==> config.mk <==
export PLATFORM = sky130hd
export DESIGN_NAME = alu_share_arbiter
export DESIGN_NICKNAME = d
export VERILOG_FILES = /design/src/rtl/alu_share_arbiter.sv
export SDC_FILE = /design/constraint.sdc
export NUM_CORES = 1
export LEC_CHECK = 0
export ABC_AREA = 0
export CAP_MARGIN = 10
export CORE_MARGIN = 5
export CORE_UTILIZATION = 32
export CTS_BUF_LIST = sky130_fd_sc_hd__clkbuf_4
export CTS_CLUSTER_DIAMETER = 60
export DETAILED_ROUTE_END_ITERATION = 10
export GPL_TIMING_DRIVEN = 0
export PLACE_DENSITY_LB_ADDON = 0.2
export SYNTH_ARGS = -nofsm -noshare
export SYNTH_HDL_FRONTEND = slang
export SYNTH_SLANG_ARGS = --single-unit
==> constraint.sdc <==
create_clock -name clk_i -period 1.45 [get_ports clk_i]
set_clock_uncertainty 0.2 [all_clocks]
set_input_delay 0.145 -clock clk_i [delete_from_list [all_inputs] [get_ports clk_i]]
set_output_delay 0.145 -clock clk_i [all_outputs]
set_load 0.1 [all_outputs]
==> src/rtl/alu_share_arbiter.sv <==
// Round-robin arbiter sharing one combinational ALU between two requesters,
// with a registered valid/ready response slot per requester.
module alu_share_arbiter #(
  parameter int WIDTH  = 32,
  parameter int CTRL_W = 4
) (
  input  logic              clk_i,
  input  logic              rst_i,
  input  logic              req0_valid_i,
  output logic              req0_ready_o,
  input  logic [WIDTH-1:0]  req0_op1_i,
  input  logic [WIDTH-1:0]  req0_op2_i,
  input  logic [CTRL_W-1:0] req0_ctrl_i,
  input  logic              req1_valid_i,
  output logic              req1_ready_o,
  input  logic [WIDTH-1:0]  req1_op1_i,
  input  logic [WIDTH-1:0]  req1_op2_i,
  input  logic [CTRL_W-1:0] req1_ctrl_i,
  output logic [WIDTH-1:0]  alu_operand1_o,
  output logic [WIDTH-1:0]  alu_operand2_o,
  output logic [CTRL_W-1:0] alu_control_o,
  input  logic [WIDTH-1:0]  alu_result_i,
  input  logic              alu_zero_i,
  output logic              rsp0_valid_o,
  input  logic              rsp0_ready_i,
  output logic [WIDTH-1:0]  rsp0_result_o,
  output logic              rsp0_zero_o,
  output logic              rsp1_valid_o,
  input  logic              rsp1_ready_i,
  output logic [WIDTH-1:0]  rsp1_result_o,
  output logic              rsp1_zero_o
);

  logic             elig0_s, elig1_s;
  logic             grant0_s, grant1_s;
  logic             last_grant_r;
  logic             rsp0_valid_r, rsp1_valid_r;
  logic [WIDTH-1:0] rsp0_result_r, rsp1_result_r;
  logic             rsp0_zero_r, rsp1_zero_r;

  // Eligibility and round-robin grant; a slot draining this cycle may be refilled.
  always_comb begin
    elig0_s  = req0_valid_i & (~rsp0_valid_r | rsp0_ready_i);
    elig1_s  = req1_valid_i & (~rsp1_valid_r | rsp1_ready_i);
    grant0_s = 1'b0;
    grant1_s = 1'b0;
    if (rst_i) begin
      grant0_s = 1'b0;
      grant1_s = 1'b0;
    end else if (elig0_s && elig1_s) begin
      grant0_s = last_grant_r;
      grant1_s = ~last_grant_r;
    end else begin
      grant0_s = elig0_s;
      grant1_s = elig1_s;
    end
  end

  // Steer the granted requester onto the ALU; idle drives all zeros.
  always_comb begin
    alu_operand1_o = {WIDTH{1'b0}};
    alu_operand2_o = {WIDTH{1'b0}};
    alu_control_o  = {CTRL_W{1'b0}};
    if (grant0_s) begin
      alu_operand1_o = req0_op1_i;
      alu_operand2_o = req0_op2_i;
      alu_control_o  = req0_ctrl_i;
    end else if (grant1_s) begin
      alu_operand1_o = req1_op1_i;
      alu_operand2_o = req1_op2_i;
      alu_control_o  = req1_ctrl_i;
    end else begin
      alu_operand1_o = {WIDTH{1'b0}};
      alu_operand2_o = {WIDTH{1'b0}};
      alu_control_o  = {CTRL_W{1'b0}};
    end
  end

  // Round-robin pointer remembers the most recent winner.
  always_ff @(posedge clk_i) begin
    if (rst_i) begin
      last_grant_r <= 1'b1;
    end else if (grant0_s) begin
      last_grant_r <= 1'b0;
    end else if (grant1_s) begin
      last_grant_r <= 1'b1;
    end else begin
      last_grant_r <= last_grant_r;
    end
  end

  // Response slot 0: capture on grant, clear valid on drain, otherwise hold.
  always_ff @(posedge clk_i) begin
    if (rst_i) begin
      rsp0_valid_r  <= 1'b0;
      rsp0_result_r <= {WIDTH{1'b0}};
      rsp0_zero_r   <= 1'b0;
    end else if (grant0_s) begin
      rsp0_valid_r  <= 1'b1;
      rsp0_result_r <= alu_result_i;
      rsp0_zero_r   <= alu_zero_i;
    end else if (rsp0_valid_r && rsp0_ready_i) begin
      rsp0_valid_r  <= 1'b0;
    end else begin
      rsp0_valid_r  <= rsp0_valid_r;
    end
  end

  // Response slot 1: same behaviour as slot 0.
  always_ff @(posedge clk_i) begin
    if (rst_i) begin
      rsp1_valid_r  <= 1'b0;
      rsp1_result_r <= {WIDTH{1'b0}};
      rsp1_zero_r   <= 1'b0;
    end else if (grant1_s) begin
      rsp1_valid_r  <= 1'b1;
      rsp1_result_r <= alu_result_i;
      rsp1_zero_r   <= alu_zero_i;
    end else if (rsp1_valid_r && rsp1_ready_i) begin
      rsp1_valid_r  <= 1'b0;
    end else begin
      rsp1_valid_r  <= rsp1_valid_r;
    end
  end

  assign req0_ready_o  = grant0_s;
  assign req1_ready_o  = grant1_s;
  assign rsp0_valid_o  = rsp0_valid_r;
  assign rsp0_result_o = rsp0_result_r;
  assign rsp0_zero_o   = rsp0_zero_r;
  assign rsp1_valid_o  = rsp1_valid_r;
  assign rsp1_result_o = rsp1_result_r;
  assign rsp1_zero_o   = rsp1_zero_r;

endmodule

After elaboration in Yosys (flattened, before gate mapping)
Cells that the tools add are included.
- flip-flop bits (word level): 69
- bits of input ports: 175
- output and inout bits: 138
- logic and storage cells: 36
- muxes and demuxes: 16
- bitwise operators: 7
- reductions and logical operators: 6
- operators with widths (cell ; count):
    $mux 32 ; 4
    $mux 1 ; 10
    $mux 4 ; 2
    $reduce_bool 2->1 ; 3
    $logic_and 1x1->1 ; 3
    $not 1->1 ; 3
    $and 1x1->1 ; 2
    $or 1x1->1 ; 2

Logic depth before layout (Yosys ltp)
Gate-level depths: netlist (run 1).
- word-level depth: 8
- depth in mapped cells: 5
- depth with buffers taken out: 3

Worst setup path before layout (run 1)
No wires, ideal clock.
- path kind: flip-flop to output port
- start point: register rsp1_valid_r, in the netlist rsp1_valid_o
- end point: output alu_operand1_o[0]
- arrival time: 3933 ps
- required time: 1105 ps
- slack: -2828 ps
- cell stages (with the launch flop): 6
- path buffers: 2
- path through: dfxtp_1 > and2b_1 > o211ai_2 > buf_6 > buf_2 > o32ai_1
- longest elaborated chain between the ends: 8
- elaborated cells between the ends (all ways): 10
- ends and longest elaborated chain (element ; line ; source):
    from (decl) ; 37 ; logic rsp0_valid_r, rsp1_valid_r;
    from (signal assigned) ; 122 ; rsp1_valid_r <= rsp1_valid_r;
    $not 1->1 * ; 44 ; elig1_s = req1_valid_i & (~rsp1_valid_r | rsp1_ready_i);
    $or 1x1->1 * ; 44 ;
    $and 1x1->1 * ; 44 ;
    $logic_and 1x1->1 ; 50 ; end else if (elig0_s && elig1_s) begin
    $mux 1 ; 50 ;
    $mux 1 ; 47 ; if (rst_i) begin
    $mux 32 ; 68 ; end else if (grant1_s) begin
    $mux 32 * ; 64 ; if (grant0_s) begin
    to (decl) ; 19 ; output logic [WIDTH-1:0] alu_operand1_o,
Every way passes the cells marked *; elsewhere a longest branch is shown, timed or not.

Worst setup path after layout (run 1)
- start point: register rsp1_valid_r, in the netlist rsp1_valid_o
- end point: output alu_operand1_o[6]
The elaborated chain is that of the path after synthesis.

==> results of run 1 <==
[registers in the layout, summed over array words and instances, names as in the netlist]
register	cells
rsp0_result_o	32
rsp1_result_o	32
last_grant_r	1
rsp0_valid_o	1
rsp0_zero_o	1
rsp1_valid_o	1
rsp1_zero_o	1
[how the worst max path moves through the flow]
stage                               to  slack [ns]                      start  depth (start not counted)
floorplan            alu_operand1_o[0]       -0.92  rsp1_valid_o$_SDFFE_PP0P_                          5
global placement    alu_operand2_o[10]       -1.85               req0_valid_i                          6
detailed placement  alu_operand2_o[10]       -1.86               req0_valid_i                          6
CTS                 alu_operand1_o[17]       -0.90  rsp1_valid_o$_SDFFE_PP0P_                          6
global route         alu_operand1_o[0]       -0.96  rsp1_valid_o$_SDFFE_PP0P_                          6
finish               alu_operand1_o[6]       -0.86  rsp1_valid_o$_SDFFE_PP0P_                          6
[tightest hold or removal path: cells and delay by family]
kind	cells	cell delay [ns]
buffers and inverters	1	0.19
muxes	1	0.12
and+or+nand+nor	1	0.22
[final cells by class]
type / instances / area, sq um / share of cell area
repair buffers: 334 / 4340 / 0.409
plain buffers: 47 / 522 / 0.0491
diodes: 2 / 5.00 / 0.000471
well taps: 176 / 220 / 0.0207
inverters: 68 / 255 / 0.0240
flip-flops and latches: 69 / 1400 / 0.132
multi-input cells: 318 / 3770 / 0.355
clock inverters: 5 / 26.3 / 0.00247
clock buffers: 11 / 82.6 / 0.00777
[power by group through the flow]
| stage | sequential, mW | combinational, mW | clock (mW) |
|---|---|---|---|
| floorplan | 3.11 | 2.37 | 0 |
| CTS | 2.13 | 5.00 | 1.10 |
| finish | 2.16 | 5.36 | 1.08 |
| global placement | 2.14 | 4.52 | 0 |
| global route | 2.18 | 5.51 | 1.23 |
| detailed placement | 2.15 | 4.57 | 0 |
[cell families after synthesis]
family                 synth area share
DFF                               0.321
buffers and inverters             0.116
and+or+nand+nor                   0.255
muxes                             0.154
AOI/OAI and AO/OA                 0.154
[metrics by stage]
| step | hold WS (ns) | TNS (ns) | cells | utilization | setup WS [ns] |
|---|---|---|---|---|---|
| after floorplan | 0.114 | -72.12 | 503 | - | -0.920 |
| after global placement | 0.257 | -173.97 | 990 | 0.684 | -1.85 |
| after detailed placement | 0.266 | -176.79 | 990 | 0.684 | -1.86 |
| after CTS | 0.0417 | -68.70 | 1015 | 0.750 | -0.903 |
| after global routing | 0.0689 | -80.10 | 1030 | 0.806 | -0.959 |
| final | 0.0759 | -69.62 | 1030 | 0.806 | -0.856 |
[timing repair]
item,CTS,global route
cloned,2,5
setup buffers,7,10
pin swaps,4,9
endpoints found under the setup margin,194,181
gates resized for setup,1070,148
hold buffers,0,0
[routing by layer]
| layer | global-route usage | part of all wire | wire (um) |
|---|---|---|---|
| met1 | 0.279 | 0.36 | 8050 |
| met2 | 0.474 | 0.53 | 12000 |
| met3 | 0.0771 | 0.072 | 1620 |
| met4 | 0.0902 | 0.040 | 908 |
| met5 | 0 | 0 | 0 |
[placed cells by master, fill, tap and decap left out, types with 3 or more instances in the layout]
master           synthesis  final
buf_12                   0     91
buf_16                   0      3
buf_4                    1     12
buf_6                    7     50
buf_8                    0     14
clkbuf_1                33     19
clkbuf_16                0      9
clkbuf_2                 0      6
clkbuf_4                 0     11
clkdlybuf4s50_1          0    173
clkinv_2                 0      4
dfxtp_1                 69     56
dfxtp_2                  0     11
inv_1                   68     68
mux2i_1                 66     64
nand2b_1               170    167
o32ai_4                  0     68
[synth_stat cells]
cell type / count
buf_2: 7
mux2i_1: 66
o32ai_1: 68
nand2_1: 1
buf_4: 1
buf_6: 7
o211ai_2: 2
and2b_1: 1
nand2b_1: 170
o21bai_1: 1
inv_1: 68
clkbuf_1: 33
nor2_1: 3
dfxtp_1: 69
nor2b_2: 1
a21oi_1: 3
o211a_1: 2
==> metrics.md, run 1 <==
| Metric | Value |
|---|---|
| Cell area after layout | `10600 sq um` |
| Sinks on Clock Net | `69` |
| Critical path cell sequence | `and2b_2 -> o211ai_4 -> buf_12 -> buf_16 -> o32ai_4 -> buf_12` |
| Dpl cell area | `9020 sq um` |
| Gate power share | `0.623` |
| DRT iter0 DRCs | `174` |
| Top post-synthesis cells by area | `dfxtp_1 (32%), nand2b_1 (25%), mux2i_1 (15%), o32ai_1 (14%), inv_1 (5.9%)` |
| Top delay family on crit path | `buffers and inverters` |
| Final WL | `22500 um` |
| Max-cap violations | `0` |
| Vias in the first global route | `5524` |
| Worst Path Class, Setup | `flop to output pin` |
| Crit path time final | `2.31 ns` |
| Die Area | `15900 sq um` |
| Number of detailed-route iterations in the first pass | `4` |
| NetSw | `4.06 mW` |
| CP max stage delay | `0.37 ns` |
| Worst EP required | `1.11 ns` |
| Pwr Density | `809 nW/um^2` |
| Seq pwr share | `0.251` |
| Post-synthesis sequential area ratio | `0.321` |
| GRT overflow | `0` |
| Top-area cell type share of the netlist area | `0.321` |
| Root buf cell | `clkbuf_4` |
| WL/cell | `21.9 um` |
| RSZ-0062 raised after global routing | `yes` |
| CP endpoint kind | `output pin` |
| Largest net degree at the start of global routing | `12` |
| Layout cells sized above 1 | `0.353` |
| Slew @ Worst Pin | `0.669 ns` |
| Most used cell, CP | `buf_12` |
| Vias per inst | `5.04` |
| CTS tree | `yes` |
| Post-Syn Nets | `678` |
| R2R depth | `7` |
| Detailed-route via count | `5193` |
| Initial antenna violation count | `2` |
| Crit path arrival time | `1.96 ns` |
| GRT Overall Usage | `0.257` |
| Final period utilization | `1.59` |
| Distinct cells, synth | `17` |
| Syn-to-layout area delta | `147%` |
| Placer Congestion | `0.901` |
| Deepest clock path buffer count | `2` |
| Final Hold Violating Endpoints | `0` |
| Fmax | `0.434 GHz` |
| Final Max Slew Viols | `0` |
| R2r startpoint | `rsp1_valid_o$_SDFFE_PP0P_` |
| Worst-Skew Late Latency | `0.43 ns` |
| Worst Path Buf+Inv | `3` |
| Synthesized area | `4300 sq um` |
| Relative slew slack | `0.554` |
| Min-delay src | `rst_i` |
| Avg Cell Area, Syn | `8.55 sq um` |
| CP max FO | `10` |
| CP Launch Type | `flop` |
| Core area | `13200 sq um` |
| Area leader, netlist | `dfxtp_1` |
| Final worst slack | `-0.856 ns` |
| Die Y | `126 um` |
| Filler Cell Count | `744` |
| Drc violations | `0` |
| Hold EP | `rsp1_result_o[18]$_SDFFE_PP0N_` |
| Leak | `4.18 nW` |
| Num rows | `42` |
| Die Wd | `126 um` |
| Switching Fraction | `0.472` |
| Final setup viols | `136` |
| Violated checks | `setup timing` |
| P_int | `4.54 mW` |
| Power, Total | `8.60 mW` |
| Mapped Cells | `503` |
| Antenna-violating nets left | `0` |
| Initial core utilization | `0.326` |
| First-pass GRT wire length | `32400 um` |
| Num CTS Buffers | `9` |
| Nets@finish | `1022` |
| Flop2flop setup slack | `-0.49 ns` |
| I/O Pins | `313` |
| Clk slew on worst S/H paths | `0.11 ns` |
| Worst vdd ir | `0.801 mV` |
| Post-synthesis register bit count | `69` |
| Crit-path slowest cell | `dfxtp_4` |
| Status | `complete, but fails checks` |
| Final HPWL DP | `16100 um` |
| CTS H-tree lvls | `3` |
| Synth warn | `0` |
| Hold path depth | `3` |
| R2R Path End | `rsp0_result_o[18]$_SDFFE_PP0P_` |
| Clock Power Share | `0.126` |
| PortBufs | `311` |
| Tightest Hold Check Type | `primary input to flop` |
Power figures use the tool's default switching activity.
==> run 2, diff against run 1 <==
- CELL_PAD_IN_SITES_DETAIL_PLACEMENT: default -> 1
- CELL_PAD_IN_SITES_GLOBAL_PLACEMENT: default -> 2
- CORE_UTILIZATION: 32 -> 16
- SKIP_LAST_GASP: default -> 1
==> run 2 against run 1 <==
  * The run still ends with setup timing left
  * Power shrank 1.1%
  * Via count fell by 4.3%
  * Die area rose by 91%
  * Global-route usage fell by 11 points
  * Clock power about the same
  * Setup slack got worse by 0.0040 ns
  * Fmax fell by 0.17%
  * Register-to-register slack better by 0.24 ns
  * Combinational power decreased by 2%
  * Sequential share of layout area about the same
  * Flip-flop and latch count unchanged
  * Non-clock buffer count down 3
  * Critical path type unchanged
  * Critical endpoint is now alu_operand2_o[23]
==> metrics.md, run 2 (same netlist as run 1, synthesis figures left out) <==
| Metric | Value |
|---|---|
| R2R depth | `5` |
| Worst Path Class, Setup | `flop to output pin` |
| Vias in the first global route | `5655` |
| Antenna-violating nets left | `0` |
| Cell area after layout | `10700 sq um` |
| Leak | `4.11 nW` |
| Drc violations | `0` |
| Worst setup endpoint | `alu_operand2_o[23]` |
| Initial antenna violation count | `3` |
| Area of the multi-input gates | `3760 sq um` |
| Relative slew slack | `0.328` |
| PortBufs | `311` |
| Dpl cell area | `9230 sq um` |
| Worst-Skew Late Latency | `0.42 ns` |
| Filler Cell Count | `2888` |
| Most used cell, CP | `buf_12` |
| Flop2flop setup slack | `-0.25 ns` |
| Final HPWL DP | `18900 um` |
| CP max FO | `5` |
| Final Max Slew Viols | `0` |
| Placer Congestion | `0.839` |
| Crit-path slowest cell | `dfxtp_4` |
| Crit path arrival time | `1.97 ns` |
| Nets@finish | `1019` |
| Final period utilization | `1.59` |
| Crit path time final | `2.31 ns` |
| Number of detailed-route iterations in the first pass | `4` |
| Final setup viols | `133` |
| Worst EP required | `1.11 ns` |
| Max-cap violations | `0` |
| CTS H-tree lvls | `3` |
| Status | `complete, but fails checks` |
| Die Area | `30300 sq um` |
| Clk slew on worst S/H paths | `0.13 ns` |
| Slew @ Worst Pin | `1.01 ns` |
| Core area | `26700 sq um` |
| Die Wd | `174 um` |
| RSZ-0062 raised after global routing | `yes` |
| First-pass GRT wire length | `35500 um` |
| Critical Path Start | `rsp1_valid_o$_SDFFE_PP0P_` |
| Final WL | `23200 um` |
| Pwr Density | `798 nW/um^2` |
| GRT Overall Usage | `0.148` |
| Placement Setup Slack | `-2.03 ns` |
| DRT iter0 DRCs | `111` |
| Initial core utilization | `0.161` |
| I/O Pins | `313` |
| Tightest Hold Check Type | `primary input to flop` |
| R2R Path End | `rsp0_result_o[27]$_SDFFE_PP0P_` |
| Final Hold Violating Endpoints | `0` |
| Commonest non-fill, non-tap cells in the layout | `clkdlybuf4s50_1 (173), nand2b_1 (167), buf_12 (77)` |
| Num CTS Buffers | `9` |
| CP endpoint kind | `output pin` |
| Root buf cell | `clkbuf_4` |
| Layout cells sized above 1 | `0.350` |
| CP Launch Type | `flop` |
| Worst vdd ir | `0.470 mV` |
| Num rows | `60` |
| Sinks on Clock Net | `69` |
| Register area | `1410 sq um` |
| Final worst slack | `-0.860 ns` |
| CP max stage delay | `0.37 ns` |
| R2r startpoint | `rsp1_valid_o$_SDFFE_PP0P_` |
| Hold-fix buffers, CTS | `0` |
| Die Y | `174 um` |
| Critical path cell sequence | `and2b_2 -> o211ai_4 -> buf_12 -> clkbuf_16 -> o32ai_4 -> buf_12` |
| Vias per inst | `4.17` |
| Commonest non-fill, non-tap cell in the layout | `clkdlybuf4s50_1` |
| Fin Setup TNS | `-66.32 ns` |
| Largest net degree at the start of global routing | `13` |
| Violated checks | `setup timing` |
| Deepest clock path buffer count | `2` |
| CTS tree | `yes` |
| Fmax | `0.433 GHz` |
| GRT overflow | `0` |
| Syn-to-layout area delta | `148%` |
| WL/cell | `19.5 um` |
| Finished Core Util | `0.399` |
| Hold Slack | `0.0799 ns` |
| Detailed-route via count | `4970` |
run 2: worst min-delay path by stage:
stage	from	endpoint	slack, ns	depth (start not counted)
6_report	rst_i	rsp0_result_o[17]$_SDFFE_PP0P_	0.08	3
5_1_grt	alu_result_i[15]	rsp0_result_o[15]$_SDFFE_PP0P_	0.08	3
4_1_cts	alu_result_i[15]	rsp1_result_o[15]$_SDFFE_PP0N_	0.07	3
3_5_place_dp	rsp1_result_o[30]$_SDFFE_PP0N_	rsp1_result_o[30]$_SDFFE_PP0N_	0.27	2
3_3_place_gp	rsp1_zero_o$_SDFFE_PP0N_	rsp1_zero_o$_SDFFE_PP0N_	0.26	2
2_1_floorplan	req1_valid_i	last_grant_r$_SDFFE_PP1P_	0.11	2
run 2: final cells by class:
class,count,area share
diodes,1,0.000235
plain buffers,48,0.0493
clock buffers,9,0.00634
clock inverters,7,0.00399
inverters,68,0.0239
multi-input cells,318,0.353
flip-flops and latches,69,0.132
well taps,341,0.0400
repair buffers,330,0.392
run 2: metal layers:
layer  vias up  part of all wire  global-route usage
met5         -           0.00090                   0
met4         4             0.012              0.0280
met3        22             0.079              0.0496
met2       199              0.52               0.273
met1      2354              0.39               0.168
li1       2391                 -                   -
run 2: timing repair:
action / in CTS / in global routing
pin swaps: 5 / 7
cloned: 1 / 4
gates resized for setup: 1059 / 123
setup buffers: 6 / 8
setup endpoints to repair: 197 / 175
run 2: power breakdown:
part | switching [mW] | internal, mW | total [mW]
sequential | 0.128 | 2.04 | 2.17
clock | 0.748 | 0.339 | 1.09
combinational | 3.20 | 2.05 | 5.25
total | 4.08 | 4.43 | 8.51
run 2: metrics by stage:
step | power (mW) | instances
floorplan | 5.48 | 503
CTS | 8.33 | 1178
global placement | 6.75 | 1155
detailed placement | 6.80 | 1155
finish | 8.51 | 1191
global route | 8.87 | 1191
run 2: worst max-delay path, delay by kind of cell, from the launching register on:
kind	cells	cell delay, ns
compound gates	2	0.44
buf+inv	3	0.55
flops	1	0.37
simple gates	1	0.17
==> run 3, diff against run 2 <==
- CORE_UTILIZATION: 16 -> 30
- DONT_BUFFER_PORTS: default -> 1
==> run 3 against run 2 <==
  * The flow finishes with violations (hold timing, setup timing)
  * Setup slack worse by 0.56 ns
  * Fmax shrank 19%
  * Die area shrank 44%
  * Largest cell class is now multi-input combinational cells
  * Critical path depth decreased by 1
  * Clock power up 9%
  * Register-to-register slack worse by 0.56 ns
  * Count of clock-buffer cells in the layout increased by 2
  * Routed wire length shrank 17%
  * Non-clock buffer count fell by 269
==> metrics.md, run 3 (same netlist as run 1, synthesis figures left out) <==
| Metric | Value |
|---|---|
| Drc violations | `0` |
| First-pass GRT wire length | `28100 um` |
| Commonest non-fill, non-tap cells in the layout | `nand2b_1 (170), inv_1 (68), o32ai_4 (68), dfxtp_4 (68), mux2i_1 (65)` |
| Hold path depth | `2` |
| Ant. Diodes | `0` |
| Die Area | `16800 sq um` |
| Die Y | `130 um` |
| Crit path arrival time | `2.52 ns` |
| Slew @ Worst Pin | `1.26 ns` |
| Violated checks | `hold timing, setup timing` |
| CTS tree | `yes` |
| Relative slew slack | `0.162` |
| Pwr Density | `1020 nW/um^2` |
| Filler Cell Count | `1481` |
| Final setup viols | `138` |
| R2r startpoint | `rsp1_valid_o$_SDFFE_PP0P_` |
| GRT overflow | `0` |
| I/O Pins | `313` |
| CP max FO | `6` |
| Initial core utilization | `0.307` |
| Syn-to-layout area delta | `66.3%` |
| Num CTS Buffers | `9` |
| Worst-Skew Late Latency | `0.39 ns` |
| Fmax | `0.349 GHz` |
| Worst vdd ir | `0.620 mV` |
| Tightest Hold Check Type | `primary input to flop` |
| CP Launch Type | `flop` |
| Placer Congestion | `0.783` |
| Nets@finish | `750` |
| Initial antenna violation count | `0` |
| DRT iter0 DRCs | `93` |
| R2R depth | `9` |
| Die Wd | `130 um` |
| Flop2flop setup slack | `-0.81 ns` |
| GRT Overall Usage | `0.219` |
| Vias in the first global route | `4609` |
| CTS H-tree lvls | `3` |
| Hold Slack | `-0.157 ns` |
| Antenna-violating nets left | `0` |
| Fin Setup TNS | `-125.00 ns` |
| Final worst slack | `-1.42 ns` |
| Root buf cell | `clkbuf_4` |
| Deepest clock path buffer count | `2` |
| Worst EP required | `1.11 ns` |
| Leak | `2.60 nW` |
| Crit path time final | `2.87 ns` |
| Hold-fix buffers, CTS | `35` |
| Sinks on Clock Net | `69` |
| CP endpoint kind | `output pin` |
| Num rows | `43` |
| PortBufs | `0` |
| Min-delay src | `rsp0_ready_i` |
| Final Hold Violating Endpoints | `3` |
| Final HPWL DP | `14500 um` |
| Layout cells sized above 1 | `0.356` |
| Worst Path Class, Setup | `flop to output pin` |
| Core area | `14000 sq um` |
| RSZ-0062 raised after global routing | `yes` |
| Largest net degree at the start of global routing | `11` |
| Status | `complete, but fails checks` |
| Number of detailed-route iterations in the first pass | `4` |
| Commonest non-fill, non-tap cell in the layout | `nand2b_1` |
| Clk slew on worst S/H paths | `0.10 ns` |
| Final Max Slew Viols | `0` |
| Max-cap violations | `0` |
| Final WL | `19300 um` |
| WL/cell | `25.5 um` |
| Final period utilization | `1.98` |
| Vias per inst | `5.28` |
| R2R Path End | `rsp0_result_o[27]$_SDFFE_PP0P_` |
| Hold EP | `rsp0_valid_o$_SDFFE_PP0P_` |
| Detailed-route via count | `3999` |
[run 3: changes by cell type in the layout (fill, tap and decap cells not counted), moves of 14 or more]
cell	delta
dfxtp_4	+66
dfxtp_2	-14
dfxtp_1	-52
buf_12	-63
dlygate4sd3_1	+35
buf_6	-45
buf_8	-22
clkdlybuf4s50_1	-173
[run 3: cell type report]
class	count	area, sq um	share of cell area
clock buffers	11	82.6	0.0115
well taps	180	225	0.0315
multi-input cells	318	3750	0.524
flip-flops and latches	69	1640	0.229
repair buffers	61	723	0.101
clock inverters	3	38.8	0.00542
plain buffers	48	442	0.0618
inverters	68	255	0.0357
[run 3: report_power, final]
group          switching (mW)  internal (mW)  total, mW
registers                1.09           2.02       3.11
clock network           0.651          0.540       1.19
logic                    2.01          0.954       2.97
[run 3: what timing repair did]
| action | 4_1_cts | 5_1_grt |
|---|---|---|
| hold endpoints to repair | 69 | 3 |
| pin swaps | 41 | 16 |
| setup buffers | 14 | 10 |
| endpoints found under the setup margin | 204 | 139 |
| gates resized for setup | 167 | 23 |
| cloned | 5 | 2 |
[run 3: critical path: stages, from the launching register on]
cell      delay (ns)
dfxtp_4         0.56
and2b_2         0.24
o211ai_4        0.11
buf_12          0.17
buf_8           0.14
o32ai_4         0.89
[run 3: how the worst max path moves through the flow]
stage	startpoint	endpoint	slack (ns)	cells after the start
3_3_place_gp	rsp0_valid_o$_SDFFE_PP0P_	alu_operand2_o[24]	-1.09	4
6_report	rsp1_valid_o$_SDFFE_PP0P_	alu_control_o[3]	-1.42	5
5_1_grt	rsp1_valid_o$_SDFFE_PP0P_	alu_control_o[3]	-1.52	5
3_5_place_dp	rsp0_valid_o$_SDFFE_PP0P_	alu_operand2_o[24]	-1.13	4
4_1_cts	rsp1_valid_o$_SDFFE_PP0P_	alu_operand1_o[27]	-1.50	5
2_1_floorplan	rsp1_valid_o$_SDFFE_PP0P_	alu_operand1_o[0]	-0.92	5
[run 3: metrics by stage]
| stage | std cells | area (sq um) | worst slack (ns) | utilization | power, mW |
|---|---|---|---|---|---|
| 6_report | 758 | 7150 | -1.42 | 0.511 | 7.27 |
| 3_3_place_gp | 683 | 5910 | -1.09 | 0.423 | 5.73 |
| 5_1_grt | 758 | 7150 | -1.52 | 0.511 | 7.57 |
| 4_1_cts | 751 | 7040 | -1.50 | 0.503 | 7.28 |
| 2_1_floorplan | 503 | 5690 | -0.920 | - | 5.48 |
| 3_5_place_dp | 683 | 5910 | -1.13 | 0.423 | 5.79 |
[run 3: routing by layer]
metal | up-vias | share of wire | wire length (um) | GRT usage
li1 | 1852 | - | - | -
met1 | 1965 | 0.35 | 6770 | 0.231
met2 | 172 | 0.56 | 10800 | 0.424
met3 | 10 | 0.080 | 1550 | 0.0708
met4 | 0 | 0.0089 | 172 | 0.0416
met5 | - | 0 | 0 | 0
